==> src/rtl/conv_back_seq_pkg.sv <==
// ---------------------------------------------------------------------------
// conv_pkg
// Shared definitions for the CONV_BACK sequencer slice: the sequencer state
// encoding and the default job geometry (operand width, rows, columns,
// passes) plus the derived number of operand beats streamed per job.
// ---------------------------------------------------------------------------
package conv_pkg;

    typedef enum logic [2:0] {
        ST_IDLE   = 3'd0,
        ST_PRIME  = 3'd1,
        ST_STREAM = 3'd2,
        ST_TAIL   = 3'd3,
        ST_DRAIN  = 3'd4,
        ST_DONE   = 3'd5
    } state_t;

    localparam int DEF_DATA_W = 16;
    localparam int DEF_ROWS   = 8;
    localparam int DEF_COLS   = 16;
    localparam int DEF_PASSES = 2;

    // Operand pairs streamed into CONV_BACK for one complete job.
    localparam int DEF_BEATS  = DEF_ROWS * DEF_COLS * DEF_PASSES;

endpackage

==> src/rtl/conv_back_seq_if.sv <==
// ---------------------------------------------------------------------------
// conv_back_seq_if
// Bundles every data-path connection of the sequencer:
//   - image / weight synchronous-read memory ports (address out, data in)
//   - CONV_BACK engine drive (en, in, weight) and its result/valid return
//   - result memory write port (we, addr, wdata)
// Modport master is the sequencer side, slave is the memory/engine side.
// ---------------------------------------------------------------------------
interface conv_back_seq_if #(
    parameter int DATA_W     = 16,
    parameter int ADDR_W     = 7,
    parameter int RES_ADDR_W = 4
);

    logic [ADDR_W-1:0]     img_addr;
    logic [DATA_W-1:0]     img_rdata;
    logic [ADDR_W-1:0]     wgt_addr;
    logic [DATA_W-1:0]     wgt_rdata;
    logic                  conv_en;
    logic [DATA_W-1:0]     conv_in;
    logic [DATA_W-1:0]     conv_weight;
    logic [DATA_W-1:0]     conv_result;
    logic                  conv_sig;
    logic                  res_we;
    logic [RES_ADDR_W-1:0] res_addr;
    logic [DATA_W-1:0]     res_wdata;

    modport master (
        output img_addr, wgt_addr, conv_en, conv_in, conv_weight,
               res_we, res_addr, res_wdata,
        input  img_rdata, wgt_rdata, conv_result, conv_sig
    );

    modport slave (
        input  img_addr, wgt_addr, conv_en, conv_in, conv_weight,
               res_we, res_addr, res_wdata,
        output img_rdata, wgt_rdata, conv_result, conv_sig
    );

endinterface

==> src/rtl/conv_back_seq_addr_gen.sv <==
// ---------------------------------------------------------------------------
// conv_addr_gen
// Nested column/row/pass counters for the operand stream. The address is
// kept as its own counter (row*COLS + col) so no multiplier is needed; it
// wraps to 0 at every pass boundary.
// Ports:
//   clk, rst_n  clock, asynchronous active-low reset
//   clear       restart at beat 0 (takes priority over step)
//   step        advance to the next beat
//   addr        operand memory address of the current beat
//   odd_pass    current beat belongs to an odd pass
//   last_beat   current beat is the final beat of the job
// ---------------------------------------------------------------------------
module conv_addr_gen #(
    parameter int ROWS   = 8,
    parameter int COLS   = 16,
    parameter int PASSES = 2,
    parameter int ADDR_W = 7
) (
    input  logic              clk,
    input  logic              rst_n,
    input  logic              clear,
    input  logic              step,
    output logic [ADDR_W-1:0] addr,
    output logic              odd_pass,
    output logic              last_beat
);

    localparam int COL_W  = (COLS   > 1) ? $clog2(COLS)   : 1;
    localparam int ROW_W  = (ROWS   > 1) ? $clog2(ROWS)   : 1;
    localparam int PASS_W = (PASSES > 1) ? $clog2(PASSES) : 1;

    logic [COL_W-1:0]  col_q,  col_d;
    logic [ROW_W-1:0]  row_q,  row_d;
    logic [PASS_W-1:0] pass_q, pass_d;
    logic [ADDR_W-1:0] addr_q, addr_d;

    logic col_last, row_last, pass_last;

    assign col_last  = (col_q  == COL_W'(COLS - 1));
    assign row_last  = (row_q  == ROW_W'(ROWS - 1));
    assign pass_last = (pass_q == PASS_W'(PASSES - 1));

    always_comb begin
        col_d  = col_q;
        row_d  = row_q;
        pass_d = pass_q;
        addr_d = addr_q;
        if (clear) begin
            col_d  = '0;
            row_d  = '0;
            pass_d = '0;
            addr_d = '0;
        end else if (step) begin
            if (!col_last) begin
                col_d  = col_q + 1'b1;
                addr_d = addr_q + 1'b1;
            end else begin
                col_d = '0;
                if (!row_last) begin
                    row_d  = row_q + 1'b1;
                    addr_d = addr_q + 1'b1;
                end else begin
                    // End of a pass: address restarts, pass parity flips.
                    row_d  = '0;
                    addr_d = '0;
                    pass_d = pass_last ? '0 : pass_q + 1'b1;
                end
            end
        end
    end

    always_ff @(posedge clk or negedge rst_n) begin
        if (!rst_n) begin
            col_q  <= '0;
            row_q  <= '0;
            pass_q <= '0;
            addr_q <= '0;
        end else begin
            col_q  <= col_d;
            row_q  <= row_d;
            pass_q <= pass_d;
            addr_q <= addr_d;
        end
    end

    assign addr      = addr_q;
    assign odd_pass  = pass_q[0];
    assign last_beat = col_last && row_last && pass_last;

endmodule

==> src/rtl/conv_back_seq.sv <==
// ---------------------------------------------------------------------------
// conv_back_seq
// Sequencer for the CONV_BACK convolution engine. Streams image/weight
// operand pairs from two synchronous-read memories (operands swapped on odd
// passes), keeps conv_en high for a short tail, then drains results flagged
// by conv_sig into the result write port and pulses done.
// Ports:
//   clk, rst_n  clock, asynchronous active-low reset
//   start       one-cycle job start, accepted only while idle
//   busy        high from accepted start through the done cycle
//   done        one-cycle end-of-job pulse
//   err         sticky drain-timeout flag, cleared by the next start
//   bus         memory, engine and result ports (master modport)
// ---------------------------------------------------------------------------
module conv_back_seq
    import conv_pkg::*;
#(
    parameter int DATA_W        = DEF_DATA_W,
    parameter int ROWS          = DEF_ROWS,
    parameter int COLS          = DEF_COLS,
    parameter int PASSES        = DEF_PASSES,
    parameter int ADDR_W        = 7,
    parameter int TAIL_CYCLES   = 2,
    parameter int EXP_RESULTS   = 16,
    parameter int RES_ADDR_W    = 4,
    parameter int DRAIN_TIMEOUT = 1024
) (
    input  logic          clk,
    input  logic          rst_n,
    input  logic          start,
    output logic          busy,
    output logic          done,
    output logic          err,
    conv_back_seq_if.master bus
);

    localparam int TAIL_W  = $clog2(TAIL_CYCLES + 1);
    localparam int DRAIN_W = $clog2(DRAIN_TIMEOUT);
    localparam int RES_W   = $clog2(EXP_RESULTS + 1);

    state_t                state_q,     state_d;
    logic                  busy_q,      busy_d;
    logic                  done_q,      done_d;
    logic                  err_q,       err_d;
    logic                  conv_en_q,   conv_en_d;
    logic [DATA_W-1:0]     conv_in_q,   conv_in_d;
    logic [DATA_W-1:0]     conv_wgt_q,  conv_wgt_d;
    logic                  res_we_q,    res_we_d;
    logic [RES_ADDR_W-1:0] res_addr_q,  res_addr_d;
    logic [DATA_W-1:0]     res_wdata_q, res_wdata_d;
    logic [RES_W-1:0]      res_cnt_q,   res_cnt_d;
    logic [TAIL_W-1:0]     tail_cnt_q,  tail_cnt_d;
    logic [DRAIN_W-1:0]    drain_cnt_q, drain_cnt_d;
    logic                  pipe_odd_q,  pipe_odd_d;
    logic                  pipe_last_q, pipe_last_d;

    logic              gen_clear, gen_step;
    logic [ADDR_W-1:0] gen_addr;
    logic              gen_odd, gen_last;

    conv_addr_gen #(
        .ROWS   (ROWS),
        .COLS   (COLS),
        .PASSES (PASSES),
        .ADDR_W (ADDR_W)
    ) u_addr_gen (
        .clk       (clk),
        .rst_n     (rst_n),
        .clear     (gen_clear),
        .step      (gen_step),
        .addr      (gen_addr),
        .odd_pass  (gen_odd),
        .last_beat (gen_last)
    );

    // Read data returns one cycle after its address, so the pass parity and
    // last-beat flag of the issued address ride along in pipe_* to line up
    // with the data when it is registered into conv_in/conv_weight.
    always_comb begin
        state_d     = state_q;
        busy_d      = busy_q;
        done_d      = 1'b0;
        err_d       = err_q;
        conv_en_d   = conv_en_q;
        conv_in_d   = conv_in_q;
        conv_wgt_d  = conv_wgt_q;
        res_we_d    = 1'b0;
        res_addr_d  = res_addr_q;
        res_wdata_d = res_wdata_q;
        res_cnt_d   = res_cnt_q;
        tail_cnt_d  = tail_cnt_q;
        drain_cnt_d = drain_cnt_q;
        pipe_odd_d  = pipe_odd_q;
        pipe_last_d = pipe_last_q;
        gen_clear   = 1'b0;
        gen_step    = 1'b0;

        unique case (state_q)
            ST_IDLE: begin
                if (start) begin
                    state_d   = ST_PRIME;
                    busy_d    = 1'b1;
                    err_d     = 1'b0;
                    res_cnt_d = '0;
                    gen_clear = 1'b1;
                end
            end
            ST_PRIME: begin
                gen_step    = 1'b1;
                pipe_odd_d  = gen_odd;
                pipe_last_d = gen_last;
                state_d     = ST_STREAM;
            end
            ST_STREAM: begin
                conv_en_d  = 1'b1;
                conv_in_d  = pipe_odd_q ? bus.wgt_rdata : bus.img_rdata;
                conv_wgt_d = pipe_odd_q ? bus.img_rdata : bus.wgt_rdata;
                if (pipe_last_q) begin
                    state_d    = ST_TAIL;
                    tail_cnt_d = '0;
                end else begin
                    gen_step    = 1'b1;
                    pipe_odd_d  = gen_odd;
                    pipe_last_d = gen_last;
                end
            end
            ST_TAIL: begin
                if (tail_cnt_q == TAIL_W'(TAIL_CYCLES)) begin
                    state_d     = ST_DRAIN;
                    conv_en_d   = 1'b0;
                    drain_cnt_d = '0;
                end else begin
                    tail_cnt_d = tail_cnt_q + 1'b1;
                end
            end
            ST_DRAIN: begin
                if (res_cnt_q == RES_W'(EXP_RESULTS)) begin
                    state_d = ST_DONE;
                    done_d  = 1'b1;
                end else if (drain_cnt_q == DRAIN_W'(DRAIN_TIMEOUT - 1)) begin
                    state_d = ST_DONE;
                    done_d  = 1'b1;
                    err_d   = 1'b1;
                end else begin
                    drain_cnt_d = drain_cnt_q + 1'b1;
                end
            end
            ST_DONE: begin
                state_d = ST_IDLE;
                busy_d  = 1'b0;
            end
            default: begin
                state_d = ST_IDLE;
                busy_d  = 1'b0;
            end
        endcase

        // Results are collected in every active state; once the expected
        // count is reached further pulses are dropped so res_addr never wraps.
        if (state_q != ST_IDLE && bus.conv_sig &&
            res_cnt_q < RES_W'(EXP_RESULTS)) begin
            res_we_d    = 1'b1;
            res_addr_d  = RES_ADDR_W'(res_cnt_q);
            res_wdata_d = bus.conv_result;
            res_cnt_d   = res_cnt_q + 1'b1;
        end
    end

    always_ff @(posedge clk or negedge rst_n) begin
        if (!rst_n) begin
            state_q     <= ST_IDLE;
            busy_q      <= 1'b0;
            done_q      <= 1'b0;
            err_q       <= 1'b0;
            conv_en_q   <= 1'b0;
            conv_in_q   <= '0;
            conv_wgt_q  <= '0;
            res_we_q    <= 1'b0;
            res_addr_q  <= '0;
            res_wdata_q <= '0;
            res_cnt_q   <= '0;
            tail_cnt_q  <= '0;
            drain_cnt_q <= '0;
            pipe_odd_q  <= 1'b0;
            pipe_last_q <= 1'b0;
        end else begin
            state_q     <= state_d;
            busy_q      <= busy_d;
            done_q      <= done_d;
            err_q       <= err_d;
            conv_en_q   <= conv_en_d;
            conv_in_q   <= conv_in_d;
            conv_wgt_q  <= conv_wgt_d;
            res_we_q    <= res_we_d;
            res_addr_q  <= res_addr_d;
            res_wdata_q <= res_wdata_d;
            res_cnt_q   <= res_cnt_d;
            tail_cnt_q  <= tail_cnt_d;
            drain_cnt_q <= drain_cnt_d;
            pipe_odd_q  <= pipe_odd_d;
            pipe_last_q <= pipe_last_d;
        end
    end

    assign busy            = busy_q;
    assign done            = done_q;
    assign err             = err_q;
    assign bus.img_addr    = gen_addr;
    assign bus.wgt_addr    = gen_addr;
    assign bus.conv_en     = conv_en_q;
    assign bus.conv_in     = conv_in_q;
    assign bus.conv_weight = conv_wgt_q;
    assign bus.res_we      = res_we_q;
    assign bus.res_addr    = res_addr_q;
    assign bus.res_wdata   = res_wdata_q;

endmodule

==> src/flat_wrapper.sv <==
// flat-port wrapper written by rule: the top's interface ports become plain ports
module conv_back_seq_flat import conv_pkg::*;
#(
    parameter int DATA_W        = DEF_DATA_W,
    parameter int ROWS          = DEF_ROWS,
    parameter int COLS          = DEF_COLS,
    parameter int PASSES        = DEF_PASSES,
    parameter int ADDR_W        = 7,
    parameter int TAIL_CYCLES   = 2,
    parameter int EXP_RESULTS   = 16,
    parameter int RES_ADDR_W    = 4,
    parameter int DRAIN_TIMEOUT = 1024
)
  (clk, rst_n, start, busy, done, err, bus_img_addr, bus_wgt_addr, bus_conv_en, bus_conv_in, bus_conv_weight, bus_res_we, bus_res_addr, bus_res_wdata, bus_img_rdata, bus_wgt_rdata, bus_conv_result, bus_conv_sig);
  conv_back_seq_if #(.DATA_W(DATA_W), .ADDR_W(ADDR_W), .RES_ADDR_W(RES_ADDR_W)) bus_i ();
  input  logic clk;
  input  logic rst_n;
  input  logic start;
  output logic busy;
  output logic done;
  output logic err;
  output wire logic [$bits(bus_i.img_addr)-1:0] bus_img_addr;
  output wire logic [$bits(bus_i.wgt_addr)-1:0] bus_wgt_addr;
  output wire logic [$bits(bus_i.conv_en)-1:0] bus_conv_en;
  output wire logic [$bits(bus_i.conv_in)-1:0] bus_conv_in;
  output wire logic [$bits(bus_i.conv_weight)-1:0] bus_conv_weight;
  output wire logic [$bits(bus_i.res_we)-1:0] bus_res_we;
  output wire logic [$bits(bus_i.res_addr)-1:0] bus_res_addr;
  output wire logic [$bits(bus_i.res_wdata)-1:0] bus_res_wdata;
  input wire logic [$bits(bus_i.img_rdata)-1:0] bus_img_rdata;
  input wire logic [$bits(bus_i.wgt_rdata)-1:0] bus_wgt_rdata;
  input wire logic [$bits(bus_i.conv_result)-1:0] bus_conv_result;
  input wire logic [$bits(bus_i.conv_sig)-1:0] bus_conv_sig;
  assign bus_img_addr = bus_i.img_addr;
  assign bus_wgt_addr = bus_i.wgt_addr;
  assign bus_conv_en = bus_i.conv_en;
  assign bus_conv_in = bus_i.conv_in;
  assign bus_conv_weight = bus_i.conv_weight;
  assign bus_res_we = bus_i.res_we;
  assign bus_res_addr = bus_i.res_addr;
  assign bus_res_wdata = bus_i.res_wdata;
  assign bus_i.img_rdata = bus_img_rdata;
  assign bus_i.wgt_rdata = bus_wgt_rdata;
  assign bus_i.conv_result = bus_conv_result;
  assign bus_i.conv_sig = bus_conv_sig;
  conv_back_seq #(.DATA_W(DATA_W), .ROWS(ROWS), .COLS(COLS), .PASSES(PASSES), .ADDR_W(ADDR_W), .TAIL_CYCLES(TAIL_CYCLES), .EXP_RESULTS(EXP_RESULTS), .RES_ADDR_W(RES_ADDR_W), .DRAIN_TIMEOUT(DRAIN_TIMEOUT)) u_core (.clk(clk), .rst_n(rst_n), .start(start), .busy(busy), .done(done), .err(err), .bus(bus_i));
endmodule
==> config.mk <==
export PLATFORM = sky130hd
export DESIGN_NAME = conv_back_seq_flat
export DESIGN_NICKNAME = d
export VERILOG_FILES = /design/src/rtl/conv_back_seq_pkg.sv /design/src/rtl/conv_back_seq_if.sv /design/src/rtl/conv_back_seq_addr_gen.sv /design/src/rtl/conv_back_seq.sv /design/src/flat_wrapper.sv
export SDC_FILE = /design/constraint.sdc
export NUM_CORES = 1
export LEC_CHECK = 0
export CORE_ASPECT_RATIO = 1.1
export CORE_MARGIN = 5
export CORE_UTILIZATION = 48
export DETAILED_ROUTE_END_ITERATION = 10
export GPL_TIMING_DRIVEN = 0
export PLACE_DENSITY_LB_ADDON = 0.25
export SETUP_SLACK_MARGIN = 0.4
export SYNTH_ARGS = -nofsm -noshare
export SYNTH_HDL_FRONTEND = slang
export SYNTH_SLANG_ARGS = --single-unit
==> constraint.sdc <==
create_clock -name clk -period 2.7 [get_ports clk]
set_input_delay 0.675 -clock clk [delete_from_list [all_inputs] [get_ports clk]]
set_output_delay 0.675 -clock clk [all_outputs]
set_load 0.01 [all_outputs]
# Yosys cells after proc, flatten, opt, wreduce, memory -nomap -nowiden
# Cells that the tools add are included.
totals:
  ff_bits: 94
  output_inout_bits: 71
  word_cells: 126
classes:
  add_sub_neg: 7
  order_cmp: 1
  eq_ne: 18
  muxes: 54
  n_bitwise: 1
  reduce_logical: 26
op_table:
  columns: ["operator", "n"]
  rows:
  - ["$mux 16", 2]
  - ["$mux 10", 3]
  - ["$mux 7", 4]
  - ["$mux 3", 9]
  - ["$pmux 10 s2", 1]
  - ["$mux 1", 19]
  - ["$reduce_bool 2->1", 9]
  - ["$mux 5", 3]
  - ["$pmux 3 s5", 1]
  - ["$mux 4", 3]
  - ["$pmux 1 s2", 6]
  - ["$reduce_and 4->1", 3]
  - ["$add 10x1->10 const B", 1]
  - ["$eq 10x10->1 const B", 1]
  - ["$ne 2x2->1 const B", 5]
  - ["$reduce_and 2->1", 5]
  - ["$add 7x1->7 const B", 1]
  - ["$eq 3x2->1 const B", 2]
  - ["$eq 3x3->1 const B", 2]
  - ["$ne 2x1->1 const B", 3]
  - ["$reduce_and 3->1", 2]
  - ["$add 5x1->5 const B", 1]
  - ["$eq 5x5->1 const B", 1]
  - ["$lt 5x5->1 const B", 1]
  - ["other kinds (15)", 19]

# Longest topological paths before layout
# Gate-level depths: netlist (run 1).
depth:
  ltp_word: 6
  depth_mapped: 7

# Hierarchy
# From an unflattened synthesis (run 1), not the netlist that was laid out.
hier_totals:
  hier_cells: 411
  area_unflattened_um2: 4483.0
modules_own_cells:
  columns: ["mod", "n_inst", "cells_each", "area_per_inst_um2"]
  rows:
  - ["conv_back_seq", 1, 335, 3703.6]
  - ["conv_addr_gen", 1, 76, 779.5]

# Worst setup path before layout (run 1)
# OpenSTA, ideal clock, no wires.
synth_timing:
  kind: "register to register"
  start: "reg u_core.state_q[1]"
  end: "reg u_core.u_addr_gen.addr_q[6], in the netlist u_core.u_addr_gen.addr[6]"
  setup_time_ns: 0.081
  arrival_ns: 1.828
  t_required_ns: 2.619
  path_slack_ns: 0.792
  path_stages_with_launch: 7
  cell_sequence: "dfrtp_1 buf_6 or3b_1 buf_2 a211o_1 or4_1 a21oi_1"
synth_via:
  elab_chain_cells: 3
  elab_cells_between_ends: 7
  cone_classes: "eq/ne: 2; mux: 3; reduce/logical: 2"
synth_rtl:
  columns: ["element", "line", "source"]
  rows:
  - ["from (decl)", "conv_back_seq.sv:41", "state_t state_q, state_d;"]
  - ["from (signal assigned)", "conv_back_seq.sv:187", "state_q <= state_d;"]
  - ["$eq 3x2->1, or another cell as far along", "conv_back_seq.sv:98", "unique case (state_q)"]
  - ["$pmux 1 s2 or $mux 1 (tied branches)", "conv_back_seq.sv:98", null]
  - ["$reduce_bool 2->1 (no source line) or $mux 7 (tied branches)", null, null]
  - ["to (signal assigned)", "conv_back_seq_addr_gen.sv:83", "addr_q <= addr_d;"]
  - ["to (decl)", "conv_back_seq_addr_gen.sv:36", "logic [ADDR_W-1:0] addr_q, addr_d;"]
# Parallel ways exist; a longest one is shown, timed or not.
# A chain may end at the register's enable or synchronous reset.

# Worst setup path in the final report (run 1)
layout_timing:
  start: "reg u_core.u_addr_gen.addr_q[0], in the netlist u_core.u_addr_gen.addr[0]"
  end: "out bus_wgt_addr[0]"
layout_rtl:
  columns: ["element", "line", "source"]
  rows:
  - ["to (decl)", "flat_wrapper.sv:23", "output wire logic [$bits(bus_i.wgt_addr)-1:0] bus_wgt_addr;"]
# No word-level cell between the ends.

==> results of run 1 <==
[kinds of logic (layout without fill, tap and decap cells)]
kind of cell	count (synthesis)	in the layout	share of synthesized area, %
simple gates	112	112	11.8
compound gates	95	95	12.9
xor+xnor	5	5	0.998
buf+inv	34	173	3.82
mux	61	61	14.6
flops	94	94	53.6
fa+ha+maj	8	8	2.28
[routing by layer]
| layer | track usage [%] | share of wire, % |
|---|---|---|
| met1 | 24.4 | 42 |
| met2 | 32.5 | 50 |
| met3 | 4.91 | 5.9 |
| met4 | 8.64 | 1.9 |
| met5 | 0 | 0 |
[cell usage after synthesis, types with 2 or more instances]
cell,instances,area (µm²)
a211o_1,2,17.5
a211oi_1,6,45.0
a21o_1,4,30.0
a21oi_1,43,215
a22o_1,5,43.8
a31oi_1,8,50.1
and2_1,4,25.0
buf_1,2,7.51
buf_2,5,25.0
buf_4,7,52.6
clkbuf_1,13,48.8
dfrtp_1,94,2350
ha_1,8,100
inv_1,6,22.5
mux2_2,24,270
mux2i_1,37,370
nand2_1,26,97.6
nand2b_1,2,12.5
nand3_1,8,40.0
nand4_1,4,25.0
nor2_1,49,184
nor3_1,6,30.0
nor3b_1,3,22.5
o21ai_0,15,75.1
o31ai_1,4,30.0
or3_1,2,12.5
xnor2_1,4,35.0
[how the worst max path moves through the flow]
stage	start	endpoint	slack [ns]	cells after the start
5_1_grt	u_core.state_q[2]$_DFFE_PN0P_	u_core.drain_cnt_q[2]$_DFFE_PN0P_	0.40	6
3_5_place_dp	bus_conv_sig	u_core.bus.res_wdata[9]$_DFFE_PN0P_	0.13	5
2_1_floorplan	u_core.state_q[1]$_DFFE_PN0P_	u_core.u_addr_gen.addr[6]$_DFFE_PN0P_	0.79	6
6_report	u_core.u_addr_gen.addr[0]$_DFFE_PN0P_	bus_wgt_addr[0]	0.52	2
4_1_cts	u_core.u_addr_gen.addr[0]$_DFFE_PN0P_	bus_wgt_addr[0]	0.50	2
3_3_place_gp	rst_n	u_core.bus.conv_weight[15]$_DFFE_PN0N_	-2.47	1
[worst reg2reg max path: cells and delay by family (launching register included)]
kind	cells	cell delay, ns
AOI/OAI and AO/OA	3	1.03
DFF	1	0.35
and+or+nand+nor	1	0.33
buffers and inverters	2	0.30
[registers in the layout, summed over array words and instances (netlist names), 2 cells and up]
name / cells
u_core.u_addr_gen.col_q: 4
u_core.bus.res_addr: 4
u_core.bus.conv_weight: 16
u_core.bus.res_wdata: 16
u_core.state_q: 3
u_core.u_addr_gen.addr: 7
u_core.res_cnt_q: 5
u_core.u_addr_gen.row_q: 3
u_core.bus.conv_in: 16
u_core.drain_cnt_q: 10
u_core.tail_cnt_q: 2
[power by group]
group          switching, mW  leakage, nW  internal [mW]  total [mW]
logic                   1.53         1.22           1.66        3.19
registers              0.376         1.14           1.97        2.35
clock network          0.474        0.107          0.507       0.981
total                   2.38         2.47           4.14        6.52
[area by class of cell]
class / instances / area [µm²] / area share [%]
Tap cell: 114 / 143 / 2.38
Timing Repair Buffer: 123 / 1250 / 20.8
Clock inverter: 2 / 38.8 / 0.648
Clock buffer: 14 / 173 / 2.88
Inverter: 6 / 22.5 / 0.376
Sequential cell: 94 / 2350 / 39.3
Buffer: 28 / 145 / 2.42
Multi-Input combinational cell: 281 / 1870 / 31.2
[through the flow]
stage               utilization [%]  hold slack [ns]
finish                         67.1            0.236
global route                   67.1            0.247
CTS                            67.1            0.230
detailed placement             64.8            0.490
global placement               64.5            0.476
floorplan                         -            0.379
==> flow_summary.json, run 1 <==
{
  "rr_worst_depth": 6,
  "finalNetCount": 603,
  "fp.dieW_um": 101,
  "drv_slew": 0,
  "cts.clk_slew.worst_paths_ns": 0.08,
  "final_min_period_over_clock_period_pct": 80.6,
  "ys.flop_type": "dfrtp_1",
  "report.final.setup_viol": 0,
  "worstHoldPathType": "in -> async",
  "die_height_um": 110,
  "powerDensity_nw_per_um2": 1090,
  "drive_above_1_share_pct": 9.85,
  "cts_htree_levels": 3,
  "synth-edff-count": 0,
  "setup_slack_ns": 0.523,
  "arrival_worst_endpoint_ns": 1.50,
  "gp_routability_congestion": 0.827,
  "nFillCells": 704,
  "timing.setup.critical_path_class": "reg -> out",
  "grt_util_all_layers_pct": 19.7,
  "synthesis.area_per_instance_um2": 10.7,
  "worstPathRequired_ns": 2.03,
  "worst_slew_margin_rel_pct": 42.9,
  "syn_inst": 409,
  "clockRootBuffer": "clkbuf_8",
  "cap_viol_max_count": 0,
  "io_buffer_count": 122,
  "number_of_cells_in_the_finished_layout_apart_from_fillers": 662,
  "worstPathBufferInverterCount": 2,
  "critPathTopFamily": "buffers and inverters",
  "totalWireLength_mm": 10.8,
  "tightestPinTransition_ns": 0.847,
  "hold_violations": 0,
  "design.die.area_um2": 11200,
  "finClkSkew_ns": 0.0108,
  "cp-end-kind": "primary output",
  "postPlaceCellArea_um2": 5780,
  "wire_length_of_the_first_global_routing_pass_mm": 17.2,
  "hold_buffers": 0,
  "timing.rr.start": "u_core.state_q[1]$_DFFE_PN0P_",
  "final_cell_area_um2": 5990,
  "fmax_mhz": 459,
  "row_count": 36,
  "synth.yosys.warnings": 0,
  "drt_pre_antenna_iters": 4,
  "path_max_fanout": 7,
  "dp_cells": 646,
  "ys_async_sr_fraction_pct": 100,
  "cts_inserted_buffers": 9,
  "power.ir.vdd_worst_v": 0.000621,
  "ys_seq_area_share_pct": 53.6,
  "worst_path_max_delay_cell": "clkdlybuf4s50_1",
  "post_drt_antenna_nets": 0,
  "report.power.total_mw": 6.52,
  "n_antenna_cell": 0,
  "timing.reg2reg.setup_slack_ns": 0.53,
  "post_drt_via_cell_ratio": 5.45,
  "number_of_synthesized_register_bits": 94,
  "max_stage_delay_ns": 0.52,
  "synthesis.area_um2": 4390,
  "post_drt_wl_per_cell_um": 16.3,
  "fp.coreArea_um2": 8920,
  "unrepaired_setup_endpoints_after_global_routing": "no",
  "io-pin-count": 123,
  "cts_tree": "yes",
  "grt_max_degree": 68,
  "clock_latency_ns": 0.36,
  "layout_common_cells": "clkdlybuf4s50_1, dfrtp_1, nor2_1",
  "number_of_antenna_violations_at_the_first_check_in_global_routing": 0,
  "vias": 3608,
  "synth_fp_nets": 469,
  "layout-area-overhead-vs-synth_pct": 36.5,
  "place.detailed.hpwl_mm": 7.96,
  "grt-ovfl-total": 0,
  "time_the_final_worst_path_needs_with_i_o_delays_and_setup_ns": 2.18,
  "dpl_worst_slack_ns": 0.130,
  "tritoncts_num_sinks": 94,
  "cts_resized": 0,
  "fin_setup_tns_ns": 0,
  "post-cts-setup-buffer-count": 0,
  "final_common_cell": "clkdlybuf4s50_1",
  "outcome": "finished, final reports clean",
  "start_kind": "flop",
  "dr.first_iter.drc_count": 183,
  "initial_core_util_pct": 49.2,
  "yosysUniqueCellTypes": 45,
  "number_of_buffers_on_the_longest_clock_path": 2,
  "route.detailed.drc": 0,
  "grt_pass1_vias": 3641,
  "p_leak_nw": 2.47,
  "critical_path.cell_chain": "buf_4 -> clkdlybuf4s50_1",
  "worstReg2RegEnd": "u_core.u_addr_gen.addr[0]$_DFFE_PN0P_"
}
Note: power is estimated with default switching activity, not from simulation.
==> run 2, diff against run 1 <==
- clock period: 2.7 -> 2.24 ns (I/O delays scaled with it)
==> run 2 against run 1 <==
Compared with the run above: global-route usage increased by 0.27 points; power increased by 21%; via count up 0.61%; first-iteration DRC count increased by 11%; final area is 4.3% higher; die area unchanged; clock skew up 0.0029 ns; sequential cell count stayed put; combinational power up 22%; sequential share of layout area is 1.5 points lower; highest routed layer unchanged.
==> flow_summary.json, run 2 (synthesis results as in run 1) <==
{
  "outcome": "finished, final reports clean",
  "seq_power_share_pct": 35.4,
  "power_frac_clock_pct": 15.5,
  "worstPathRequired_ns": 2.52,
  "time_the_final_worst_path_needs_with_i_o_delays_and_setup_ns": 1.87,
  "report.final.setup_viol": 0,
  "arrival_worst_endpoint_ns": 2.15,
  "power_report.internal_total_mw": 4.95,
  "cp-end-kind": "flop",
  "route.detailed.drc": 0,
  "final_cell_area_um2": 6240,
  "place.detailed.hpwl_mm": 7.98,
  "postPlaceCellArea_um2": 5780,
  "layout_common_cells": "dfrtp_1, clkdlybuf4s50_1, nor2_1",
  "io-pin-count": 123,
  "netSwitchingPower_mw": 2.95,
  "finalNetCount": 619,
  "powerDensity_nw_per_um2": 1270,
  "final_common_cell": "dfrtp_1",
  "cap_viol_max_count": 0,
  "design.die.area_um2": 11200,
  "vias": 3630,
  "timing.setup.critical_path_class": "in -> reg",
  "cts_tree": "yes",
  "grt_pass1_vias": 3729,
  "gp_routability_congestion": 0.797,
  "grt_max_degree": 49,
  "totalWireLength_mm": 10.9,
  "grt_util_all_layers_pct": 19.9,
  "drv_slew": 0,
  "cts_inserted_buffers": 9,
  "n_antenna_cell": 0,
  "final_min_period_over_clock_period_pct": 83.4,
  "row_count": 36,
  "start_kind": "input pin",
  "layout-area-overhead-vs-synth_pct": 42.3,
  "tritoncts_num_sinks": 94,
  "cts.clk_slew.worst_paths_ns": 0.10,
  "tightestPinTransition_ns": 0.764,
  "post_drt_via_cell_ratio": 5.36,
  "worst_slew_margin_rel_pct": 49.1,
  "p_leak_nw": 2.98,
  "fp.coreArea_um2": 8920,
  "drt_pre_antenna_iters": 5,
  "hold_violations": 0,
  "dr.first_iter.drc_count": 204,
  "fin_setup_tns_ns": 0,
  "timing.reg2reg.setup_slack_ns": 0.39,
  "initial_core_util_pct": 49.2,
  "finClkSkew_ns": 0.0138,
  "io_buffer_count": 122,
  "fmax_mhz": 535,
  "unrepaired_setup_endpoints_after_global_routing": "yes",
  "number_of_buffers_on_the_longest_clock_path": 2,
  "combinationalPowerShare_pct": 49.1,
  "die_height_um": 110,
  "clockRootBuffer": "clkbuf_8",
  "path_max_fanout": 5,
  "grt-ovfl-total": 0,
  "post_drt_antenna_nets": 0,
  "post_drt_wl_per_cell_um": 16.1,
  "wire_length_of_the_first_global_routing_pass_mm": 17.7,
  "fp.dieW_um": 101,
  "drive_above_1_share_pct": 16.7,
  "cts_htree_levels": 3,
  "nFillCells": 667,
  "clock_latency_ns": 0.36,
  "switching_share_pct": 37.3,
  "number_of_antenna_violations_at_the_first_check_in_global_routing": 0,
  "worstHoldPathType": "in -> async",
  "power.ir.vdd_worst_v": 0.000863
}
==> run 2: changes by cell type in the layout (fill, tap and decap cells not counted), sizes merged <==
cell,previous run,this run
inv,6,7
dlymetal6s2s,0,35
clkinvlp,0,2
clkbuf,27,22
bufinv,1,2
dlygate4sd2,0,33
clkinv,1,0
buf,17,34
clkdlybuf4s50,121,53
==> run 2: what timing repair did <==
item | in CTS | in global routing
setup endpoints to repair | 102 | 101
buffers inserted | 9 | 7
pin swaps | 1 | 2
gates resized for setup | 56 | 48
hold buffers | 0 | 0
hold endpoints to repair | 0 | 0
==> run 2: final timing paths <==
kind,end,from,cells past startpoint
max in group asynchronous,u_core.bus.conv_in[6]$_DFFE_PN0N_,rst_n,2
worst max-delay path,u_core.u_addr_gen.addr[6]$_DFFE_PN0P_,start,5
min in group clk,u_core.bus.conv_en$_DFFE_PN0P_,u_core.bus.conv_en$_DFFE_PN0P_,1
worst min-delay path,u_core.bus.conv_in[15]$_DFFE_PN0N_,rst_n,1
worst min register to register,u_core.bus.conv_en$_DFFE_PN0P_,u_core.bus.conv_en$_DFFE_PN0P_,1
worst max register to register,u_core.u_addr_gen.addr[6]$_DFFE_PN0P_,u_core.state_q[0]$_DFFE_PN0P_,5
==> run 2: layout make-up <==
type | count | area [µm²] | share of cell area, %
repair buffers | 139 | 1410 | 22.6
flip-flops and latches | 94 | 2360 | 37.8
clock buffers | 10 | 128 | 2.04
clock inverters | 5 | 83.8 | 1.34
inverters | 6 | 22.5 | 0.361
multi-input cells | 281 | 1920 | 30.8
well taps | 114 | 143 | 2.28
plain buffers | 28 | 174 | 2.79
==> run 2: metal layers <==
layer  GRT usage, %  up-vias  share of wire [%]
li1               -     1755                  -
met1           25.1     1763                 41
met2           33.2       95                 51
met3           5.79       17                6.1
met4           6.27        0                1.4
met5              0        -                  0
==> run 2: per-stage QoR <==
step	setup WS, ns	cells	power, mW	hold WS (ns)	utilization (%)
floorplan	0.418	409	4.94	0.264	-
global placement	-2.82	645	6.60	0.465	64.6
detailed placement	-0.144	646	6.74	0.469	64.8
CTS	0.370	670	7.92	0.233	68.1
global route	0.305	677	8.47	0.257	70.0
finish	0.371	677	7.90	0.220	70.0
==> run 2: worst max-delay path: stages <==
cell and delay [ns]:
clkdlybuf4s50_1 0.58, o21bai_2 0.13, a211o_1 0.35, or4_1 0.40, a21oi_1 0.12
==> run 2: power by group through the flow <==
stage | Combinational (mW) | Clock [mW] | Sequential (mW)
final | 3.88 | 1.22 | 2.80
after global routing | 4.25 | 1.32 | 2.90
after CTS | 3.88 | 1.23 | 2.81
after detailed placement | 3.88 | 0 | 2.86
after global placement | 3.77 | 0 | 2.83
after floorplan | 1.90 | 0 | 3.04
==> run 3, diff against run 2 <==
- clock period: 2.24 -> 1.8 ns (I/O delays scaled with it)
==> run 3 against run 2 <==
Compared with the run above: the run now ends with negative setup slack left; combinational power is 100% higher; sequential share of layout area is 5.9 points lower; clock-buffer cell count stayed put; non-clock buffer count is 68 higher; sequential power is 31% higher; first-iteration DRC count is 59% higher; register-to-register slack worse by 0.57 ns; cell count is 10% higher; largest power group unchanged.
==> flow_summary.json, run 3 (synthesis results as in run 1) <==
{
  "outcome": "finished, violations left",
  "violations": "negative setup slack",
  "place.detailed.hpwl_mm": 8.20,
  "setup_slack_ns": -0.178,
  "cp-end-kind": "flop",
  "dpl_worst_slack_ns": -0.364,
  "regArea_um2": 2360,
  "start_kind": "flop",
  "io_buffer_count": 122,
  "hold_violations": 0,
  "drv_slew": 0,
  "groute.layer.met3.usage_pct": 4.59,
  "postPlaceCellArea_um2": 5840,
  "number_of_cells_in_the_finished_layout_apart_from_fillers": 745,
  "finalNetCount": 687,
  "wire_length_of_the_first_global_routing_pass_mm": 19.9,
  "grt_pass1_vias": 4104,
  "die_height_um": 110,
  "layout-area-overhead-vs-synth_pct": 68.7,
  "route.detailed.drc": 0,
  "layout_common_cells": "dfrtp_1, buf_2, buf_4",
  "cts_htree_levels": 3,
  "post_drt_wl_per_cell_um": 21.6,
  "cts_inserted_buffers": 9,
  "final_cell_area_um2": 7400,
  "n_antenna_cell": 0,
  "finClkSkew_ns": 0.0145,
  "fp.dieW_um": 101,
  "cts_tree": "yes",
  "dp_cells": 646,
  "drive_above_1_share_pct": 50.7,
  "clockRootBuffer": "clkbuf_8",
  "post_drt_antenna_nets": 0,
  "finalCoreUtilization_pct": 83.0,
  "final_common_cell": "dfrtp_1",
  "worstHoldPathType": "in -> async",
  "met1_track_utilization_from_global_routing_pct": 27.6,
  "nFillCells": 469,
  "arrival_worst_endpoint_ns": 2.28,
  "multi_input_area_um2": 2410,
  "report.final.setup_viol": 36,
  "design.die.area_um2": 11200,
  "unrepaired_setup_endpoints_after_global_routing": "yes",
  "row_count": 36,
  "whs_ns": 0.0398,
  "post_drt_via_cell_ratio": 5.84,
  "timing.setup.critical_path_class": "reg -> reg",
  "power.ir.vdd_worst_v": 0.000946,
  "powerDensity_nw_per_um2": 1760,
  "worstPathRequired_ns": 2.10,
  "initial_core_util_pct": 49.2,
  "fin_setup_tns_ns": -2.00,
  "totalWireLength_mm": 16.1,
  "drt_pre_antenna_iters": 6,
  "hold_buffers": 0,
  "io-pin-count": 123,
  "number_of_buffers_on_the_longest_clock_path": 2,
  "grt_util_all_layers_pct": 22.8,
  "cts.clk_slew.worst_paths_ns": 0.10,
  "dr.first_iter.drc_count": 325,
  "use_met2_pct": 40.2,
  "p_leak_nw": 3.27,
  "fmax_mhz": 506,
  "clock_latency_ns": 0.38,
  "report.power.total_mw": 13.0,
  "grt-ovfl-total": 0,
  "fp.coreArea_um2": 8920,
  "path_max_fanout": 4,
  "time_the_final_worst_path_needs_with_i_o_delays_and_setup_ns": 1.98,
  "vias": 4349,
  "grt_max_degree": 60,
  "worst_slew_margin_rel_pct": 64.9,
  "cap_viol_max_count": 0,
  "final_min_period_over_clock_period_pct": 110,
  "tritoncts_num_sinks": 94,
  "gp_routability_congestion": 0.841,
  "number_of_antenna_violations_at_the_first_check_in_global_routing": 0,
  "gr-max-usage-layer": "met2",
  "tightestPinTransition_ns": 0.526
}
## run 3: cell types whose count changed in the layout (fill, tap and decap cells not counted), moves of 7 or more
| cell | change |
|---|---|
| buf_2 | +52 |
| buf_6 | +47 |
| dlymetal6s2s_1 | -35 |
| dlygate4sd2_1 | -33 |
| nor2_1 | -27 |
| buf_4 | +25 |
| a21oi_1 | -19 |
| a21oi_2 | +17 |
| nor2_2 | +16 |
| nor2_4 | +11 |
| buf_8 | +9 |
| buf_12 | +7 |
## run 3: final cells by class
class / instances / share of cell area, %
Buffer: 28 / 4.92
Inverter: 6 / 0.304
Multi-Input combinational cell: 281 / 32.5
Sequential cell: 94 / 31.9
Clock buffer: 10 / 1.86
Timing Repair Buffer: 207 / 25.4
Clock inverter: 5 / 1.12
Tap cell: 114 / 1.93
## run 3: worst max-delay path, stage by stage (launching register included)
cell,delay (ns)
dfrtp_1,0.42
or3b_4,0.42
buf_6,0.14
a211o_1,0.34
or4_4,0.43
a21oi_2,0.14
## run 3: path summary, 6_finish.rpt
check | to | slack (ns) | depth (start not counted) | from
min in group clk | u_core.bus.res_wdata[9]$_DFFE_PN0P_ | 0.51 | 1 | u_core.bus.res_wdata[9]$_DFFE_PN0P_
max | u_core.u_addr_gen.addr[6]$_DFFE_PN0P_ | -0.18 | 5 | u_core.state_q[0]$_DFFE_PN0P_
min | u_core.err$_DFFE_PN0P_ | 0.04 | 1 | rst_n
max reg2reg | u_core.u_addr_gen.addr[6]$_DFFE_PN0P_ | -0.18 | 5 | u_core.state_q[0]$_DFFE_PN0P_
max in group asynchronous | u_core.res_cnt_q[0]$_DFFE_PN0P_ | 1.09 | 2 | rst_n
min reg2reg | u_core.bus.res_wdata[9]$_DFFE_PN0P_ | 0.51 | 1 | u_core.bus.res_wdata[9]$_DFFE_PN0P_
## run 3: repair_timing
action                     CTS  global route
gates resized for setup    351           162
gates cloned                 2             5
pin swaps                    7            30
buffers inserted            43            34
setup endpoints to repair  159           101
## run 3: power by group
group	leakage (nW)	internal [mW]	switching [mW]	total, mW
Sequential	1.13	2.97	0.697	3.66
Clock	0.113	0.819	0.797	1.62
Combinational	2.03	4.11	3.65	7.76
Total	3.27	7.89	5.14	13.0
## run 3: per-layer routing
metal  share of wire (%)  vias to the layer above
li1                    -                     1893
met5                   0                        -
met4                 4.9                        0
met3                 6.0                       65
met1                  36                     2187
met2                  53                      204
